$ cat config.mk
export PLATFORM = sky130hd
export DESIGN_NAME = rf_out_port
export DESIGN_NICKNAME = d
export VERILOG_FILES = /design/src/rtl/rf_out_port.sv
export SDC_FILE = /design/constraint.sdc
export NUM_CORES = 2
export LEC_CHECK = 0
export CAP_MARGIN = 20
export CORE_UTILIZATION = 55
export CTS_CLUSTER_SIZE = 28
export DETAILED_ROUTE_END_ITERATION = 16
export GPL_TIMING_DRIVEN = 0
export PLACE_DENSITY = 0.76
export SLEW_MARGIN = 20
export SYNTH_ARGS = -nofsm -noshare
export SYNTH_HDL_FRONTEND = slang
export SYNTH_MEMORY_MAX_BITS = 65536
export SYNTH_SLANG_ARGS = --single-unit
$ cat constraint.sdc
create_clock -name clk -period 13.9 [get_ports clk]
set_input_delay 1.39 -clock clk [delete_from_list [all_inputs] [get_ports clk]]
set_output_delay 1.39 -clock clk [all_outputs]
set_load 0.02 [all_outputs]
$ cat src/rtl/rf_out_port.sv
// rf_out_port: diverts write-back writes to OUT_ADDR into a first-word-fall-through stream FIFO.
// Define RF_OUT_STATS_EN to add saturating word_cnt (pops) and stall_cnt (stall cycles) outputs.
module rf_out_port #(
  parameter int unsigned WIDTH_ADDR   = 4,
  parameter int unsigned WIDTH_VECTOR = 8,
  parameter int unsigned N            = 32,
  parameter int unsigned WA_FIFO      = 4,
  parameter int unsigned OUT_ADDR     = 0
) (
  input  logic                      clk,
  input  logic                      rstn,
  input  logic [WIDTH_VECTOR-1:0]   wec,
  input  logic [WIDTH_ADDR-1:0]     addrc,
  input  logic [WIDTH_VECTOR*N-1:0] wdata_c,
  output logic                      stall,
  output logic                      out_valid,
  input  logic                      out_ready,
  output logic [WIDTH_VECTOR*N-1:0] out_data,
  output logic [WIDTH_VECTOR-1:0]   out_lane_mask,
  output logic                      fifo_full,
  output logic                      fifo_empty,
`ifdef RF_OUT_STATS_EN
  output logic [WA_FIFO:0]          fifo_count,
  output logic [31:0]               word_cnt,
  output logic [31:0]               stall_cnt
`else
  output logic [WA_FIFO:0]          fifo_count
`endif
);

  localparam int unsigned W_DATA = WIDTH_VECTOR * N;
  localparam int unsigned DEPTH  = 1 << WA_FIFO;
  localparam int unsigned W_CNT  = WA_FIFO + 1;

  typedef struct packed {
    logic [WIDTH_VECTOR-1:0] mask;
    logic [W_DATA-1:0]       data;
  } entry_t;

  entry_t             r_mem [DEPTH];
  logic [WA_FIFO-1:0] r_wr_ptr;
  logic [WA_FIFO-1:0] r_rd_ptr;
  logic [W_CNT-1:0]   r_count;

  logic   w_full;
  logic   w_empty;
  logic   w_push_req;
  logic   w_pop;
  logic   w_push;
  logic   w_stall;
  entry_t w_entry;
  entry_t w_head;

  assign w_full     = (r_count == W_CNT'(DEPTH));
  assign w_empty    = (r_count == '0);
  assign w_push_req = (wec != '0) && (addrc == WIDTH_ADDR'(OUT_ADDR));
  assign w_pop      = !w_empty && out_ready;
  // A pop on a full FIFO frees the slot for a push in the same cycle.
  assign w_push     = w_push_req && (!w_full || w_pop);
  assign w_stall    = w_push_req && w_full && !w_pop;

  // Disabled lanes are stored as zero; the enable vector travels with the word.
  always_comb begin
    w_entry.mask = wec;
    w_entry.data = '0;
    for (int unsigned i = 0; i < WIDTH_VECTOR; i++) begin
      if (wec[i]) w_entry.data[i*N +: N] = wdata_c[i*N +: N];
    end
  end

  always_ff @(posedge clk) begin
    if (rstn && w_push) r_mem[r_wr_ptr] <= w_entry;
  end

  always_ff @(posedge clk) begin
    if (!rstn) begin
      r_wr_ptr <= '0;
      r_rd_ptr <= '0;
      r_count  <= '0;
    end else begin
      if (w_push) r_wr_ptr <= r_wr_ptr + WA_FIFO'(1);
      if (w_pop)  r_rd_ptr <= r_rd_ptr + WA_FIFO'(1);
      case ({w_push, w_pop})
        2'b10:   r_count <= r_count + W_CNT'(1);
        2'b01:   r_count <= r_count - W_CNT'(1);
        default: r_count <= r_count;
      endcase
    end
  end

  // Stale memory is masked whenever the FIFO is empty.
  assign w_head        = r_mem[r_rd_ptr];
  assign stall         = w_stall;
  assign out_valid     = !w_empty;
  assign out_data      = w_empty ? '0 : w_head.data;
  assign out_lane_mask = w_empty ? '0 : w_head.mask;
  assign fifo_full     = w_full;
  assign fifo_empty    = w_empty;
  assign fifo_count    = r_count;

`ifdef RF_OUT_STATS_EN
  logic [31:0] r_word_cnt;
  logic [31:0] r_stall_cnt;

  always_ff @(posedge clk) begin
    if (!rstn) begin
      r_word_cnt  <= '0;
      r_stall_cnt <= '0;
    end else begin
      if (w_pop && (r_word_cnt != '1))    r_word_cnt  <= r_word_cnt + 32'd1;
      if (w_stall && (r_stall_cnt != '1)) r_stall_cnt <= r_stall_cnt + 32'd1;
    end
  end

  assign word_cnt  = r_word_cnt;
  assign stall_cnt = r_stall_cnt;
`endif

endmodule
After elaboration in Yosys (flattened, before gate mapping):

Memories as Yosys holds them, arrays and structs flattened. A register that Yosys moved wholly into a read port is not among the register bits.
Index checks and enable logic that the tools add are counted.
Widths: inputs -> output; s select.

* register bits after elaboration: 13
* RAM bits: 4224
* bits of input ports: 271
* logic and storage cells: 40
* memories kept: 1

* add/subtract/negate cells: 4
* equal/unequal tests: 3
* muxes and demuxes: 15
* reductions and logical operators: 14

Memories
* r_mem: depth 16, width 264, rd ports 1, clocked after Yosys merged registers in 1, write ports 1, RTL line 40 `entry_t r_mem [DEPTH];`

Operators by type and width (number)
* $mux 256: 1
* $mux 32: 8
* $pmux 5 s2: 1
* $add 4x1->4 const B: 2
* $mux 4: 2
* $mux 8: 1
* $reduce_bool 8->1: 1
* $logic_and 1x1->1: 6
* $add 5x1->5 const B: 1
* $eq 5x5->1 const B: 1
* $logic_not 5->1: 1
* $sub 5x1->5 const B: 1
* $logic_not 4->1: 1
* $logic_not 1->1: 3
* $eq 2x1->1 const B: 1
* $eq 2x2->1 const B: 1
* $mux 1: 2
* $reduce_bool 2->1: 1
* $logic_or 1x1->1: 1

Longest topological paths before layout:

* depth after elaboration: 8
* depth in mapped cells: 11
* gate-level depth less buffers: 10

Worst setup path before layout:

No wires, ideal clock.

* path kind: input-to-reg
* start: in addrc[1]
* end: mem r_mem[12][0] (netlist name) (enable)
* arrival: 13.418 ns
* required time: 13.005 ns
* slack: -0.414 ns
* cell stages on the path: 6
* buffers on the path: 1
* cell sequence: nor4_1 > o21a_1 > and2_1 > clkbuf_1 > nand2_1 > nor2_1

* longest elaborated chain between the ends: 6

RTL lines
* start, declared: RTL line 13 `input logic [WIDTH_ADDR-1:0] addrc,`
* $logic_not 4->1: RTL line 56 `assign w_push_req = (wec != '0) && (addrc == WIDTH_ADDR'(OUT_ADDR));`
* $logic_and 1x1->1: RTL line 56
* $logic_and 1x1->1: RTL line 59 `assign w_push = w_push_req && (!w_full || w_pop);`
* $logic_and 1x1->1: RTL line 72 `if (rstn && w_push) r_mem[r_wr_ptr] <= w_entry;`
* $mux 1: RTL line 72
* $mux 1 (not written as such): RTL line 72
* end, declared: RTL line 40

No other way between the ends.

Final worst setup path:

* start: reg r_count[0], in the netlist fifo_count[0]
* end: out out_data[195]

* longest elaborated chain between the ends: 2

RTL lines
* start, declared: RTL line 43 `logic [W_CNT-1:0] r_count;`
* start signal, assigned: RTL line 84 `2'b10: r_count <= r_count + W_CNT'(1);`
* start signal, assigned: RTL line 85 `2'b01: r_count <= r_count - W_CNT'(1);`
* start signal, assigned: RTL line 86 `default: r_count <= r_count;`
* $logic_not 5->1: RTL line 55 `assign w_empty = (r_count == '0);`
* $mux 256: RTL line 95 `assign out_data = w_empty ? '0 : w_head.data;`
* end, declared: RTL line 18 `output logic [WIDTH_VECTOR*N-1:0] out_data,`

No other way between the ends.

==> out/summary.txt <==
outcome: completed
pwr dens: 160.0 nW/um^2
Hold Crit Class: register to register
cts bufs inserted: 413
Slew Limit Headroom: 22.92%
Synth top area share: 78.39%
compound-gate portion of the synthesized area: 1.086%
mapped cell area: 161800 sq um
Total Nets Final: 8349
hold path depth: 2
worst-case clock buffer depth: 4
FP Rows: 198
worst-case reg-to-reg path depth: 14
core area: 291800 sq um
Arr. time, crit path: 5.20 ns
postcts setup bufs: 0
# DRC: 0
Slew @ Worst Pin: 1.156 ns
CP required: 12.51 ns
# setup viols final: 0
Die W: 544.4 um
Max Slew Vio Count: 0
Fmax achieved: 151.8 MHz
synthesis-to-layout area growth: 18.86%
Post-Synth Adder-Cell Area: 0.07423%
Port-buffer cells: 542
Congestion Overflow GR: 0
Die Y: 544.4 um
final WL: 428.5 mm
GR Util All Layers: 28.87%
number of max-cap violations: 0
Mapped Cells: 6833
Worst-Skew Late Latency: 0.99 ns
Min Hold Slack: 0.5388 ns
CTS clk-pin slew, worst paths: 0.06 ns
Post-Synth Simple-Gate Area: 1.205%
Hold Buf Count CTS: 0
Post-DP HPWL: 265.8 mm
largest family of logic cells by synthesized area: multiplexers
gpl congestion: 0.7707
Final Cycle Share: 47.39%
Post-DP Area: 178500 sq um
Leak: 58.47 nW
post-DR wirelength/cell: 34.73 um
Yosys reg bits: 4241
Synth area leaders: edfxtp_1, mux4_2, mux2i_1
largest net degree at the start of global routing: 24
Startpoint Class: register
Netlist cell types: 38
clock sink count: 4241
CTS tree: yes
Clk Tree Root Cell: clkbuf_16
min cycle time layout: 6.587 ns
maximum VDD drop: 0.0001468 V
Resized cells post-CTS: 0
final hold violation count: 0
htree depth: 5
Vias per Instance: 6.571
global-route wire length before repair: 600.6 mm
critical path class: register to output port
initial antenna violation count: 40
fin area: 192300 sq um
Power Total: 0.03078 W
via count: 81070
RSZ-0062 raised after global routing: false
die area: 296400 sq um
Critical Path End Type: output port
Detailed Route Iter0 Violations: 11650
detailed-router iteration count before antenna repair: 8
sequential share of the synthesized area: 78.60%
crit-path max FO: 10
Initial Util: 55.44%
Warnings, synthesis: 0
Yosys top cell by area: edfxtp_1
I/O pin cnt: 544
Syn Area/Cell: 23.68 sq um
ANT nets after route: 0
mux cell area share after synthesis: 17.98%
syn_nets: 7113
Clock Skews: 0.07057 ns
vias in the first global route: 83270
Synth Area in XOR/XNOR: 0.03789%
fill cell count: 17790
share of cells above drive strength 1: 25.07%
[final timing paths]
check	from	to	slack [ns]
worst max register to register	fifo_count[0]	r_mem[2][71]	9.45
worst max-delay path	fifo_count[0]	out_data[195]	7.31
worst min register to register	r_rd_ptr[3]	register	0.54
worst min-delay path	r_rd_ptr[3]	register	0.54
[per-stage QoR]
stage	instances	utilization [%]	setup slack, ns	setup TNS (ns)
finish	12340	65.90	7.313	0
global route	12330	65.89	7.396	0
CTS	12310	65.88	7.353	0
detailed placement	11550	61.17	7.154	0
global placement	11280	58.98	-15.64	-
floorplan	6833	-	-0.4138	-1450.91
[cell type report]
cell class | instances | area, sq um | area share (%)
Tap cell | 3900 | 4880 | 2.537
Inverter | 7 | 26.28 | 0.01366
Sequential cell | 4241 | 127200 | 66.13
Clock inverter | 275 | 3070 | 1.597
Antenna cell | 27 | 67.56 | 0.03513
Clock buffer | 483 | 10680 | 5.555
Multi-Input combinational cell | 2204 | 33110 | 17.21
Buffer | 381 | 1635 | 0.8503
Timing Repair Buffer | 821 | 11670 | 6.069
[cells in the mapped netlist (all sizes together)]
| cell | count |
|---|---|
| a21boi | 2 |
| fa | 1 |
| o2bb2ai | 1 |
| nor2b | 1 |
| o22ai | 264 |
| inv | 7 |
| o31a | 1 |
| xnor2 | 7 |
| ha | 8 |
| edfxtp | 4224 |
| nand2b | 5 |
| and2 | 264 |
| o21ai | 6 |
| and3 | 2 |
| buf | 170 |
| o21a | 1 |
| nor2 | 18 |
| mux2i | 528 |
| or4 | 3 |
| or3b | 1 |
| nand2 | 7 |
| nand3b | 3 |
| clkbuf | 211 |
| nor4 | 2 |
| dfxtp | 17 |
| mux2 | 2 |
| nor3 | 1 |
| a21oi | 4 |
| or3 | 2 |
| a21o | 1 |
| nand3 | 12 |
| mux4 | 1056 |
| nand4 | 1 |
[power by group]
part | leakage [nW] | internal [W] | switching [W]
sequential | 38.7 | 0.0141 | 0.0000147
combinational | 13.1 | 0.00221 | 0.00310
clock | 6.66 | 0.00650 | 0.00487
[registers in the layout, indices dropped and copies added (netlist names), named ones only]
name	count
r_wr_ptr	4
r_rd_ptr	4
r_mem	4224
fifo_count	5
[metal layers]
metal | part of all wire [%] | global-route usage [%] | wire length (um)
met5 | 0.0035 | 0 | 15
met4 | 5.6 | 14.67 | 24040
met3 | 10 | 5.993 | 44570
met2 | 49 | 46.19 | 207800
met1 | 35 | 37.96 | 152000
[layout by cell type (no fill, tap or decap), types with 4 or more instances in the layout]
master	netlist	final
dfxtp_1	17	17
nor2_4	0	16
bufinv_16	0	52
buf_12	0	179
inv_1	7	7
xnor2_1	7	7
buf_2	116	124
ha_1	8	8
inv_16	0	5
inv_6	0	8
buf_4	10	10
nand2_1	7	7
buf_8	0	4
clkdlybuf4s50_1	0	534
clkbuf_16	0	417
clkinv_2	0	77
buf_1	44	43
diode_2	0	27
mux2i_1	528	528
nand2b_1	5	5
clkbuf_2	0	18
o22ai_1	264	264
mux4_2	1056	1056
clkinv_1	0	93
a21oi_1	4	4
clkinv_16	0	12
edfxtp_1	4224	4224
clkbuf_1	211	260
buf_16	0	96
and2_1	264	264
nand3_1	12	12
clkinvlp_4	0	21
[worst max-delay path, cell delays in order, from the launching register on]
cell and delay (ns):
dfxtp_1 0.42, nor4_1 0.73, nand2b_1 0.15, buf_2 0.25
nand2_1 0.19, buf_2 0.54, clkbuf_1 0.68, o22ai_1 0.55
clkdlybuf4s50_1 0.69
[kinds of logic (layout without fill, tap and decap cells)]
kind of cell / after synthesis / after routing
compound gates: 280 / 280
xor+xnor: 7 / 7
simple gates: 322 / 322
other cells: 0 / 27
fa+ha+maj: 9 / 9
buf+inv: 388 / 1967
flops: 4241 / 4241
mux: 1586 / 1586
(Power assumes the default switching activity.)
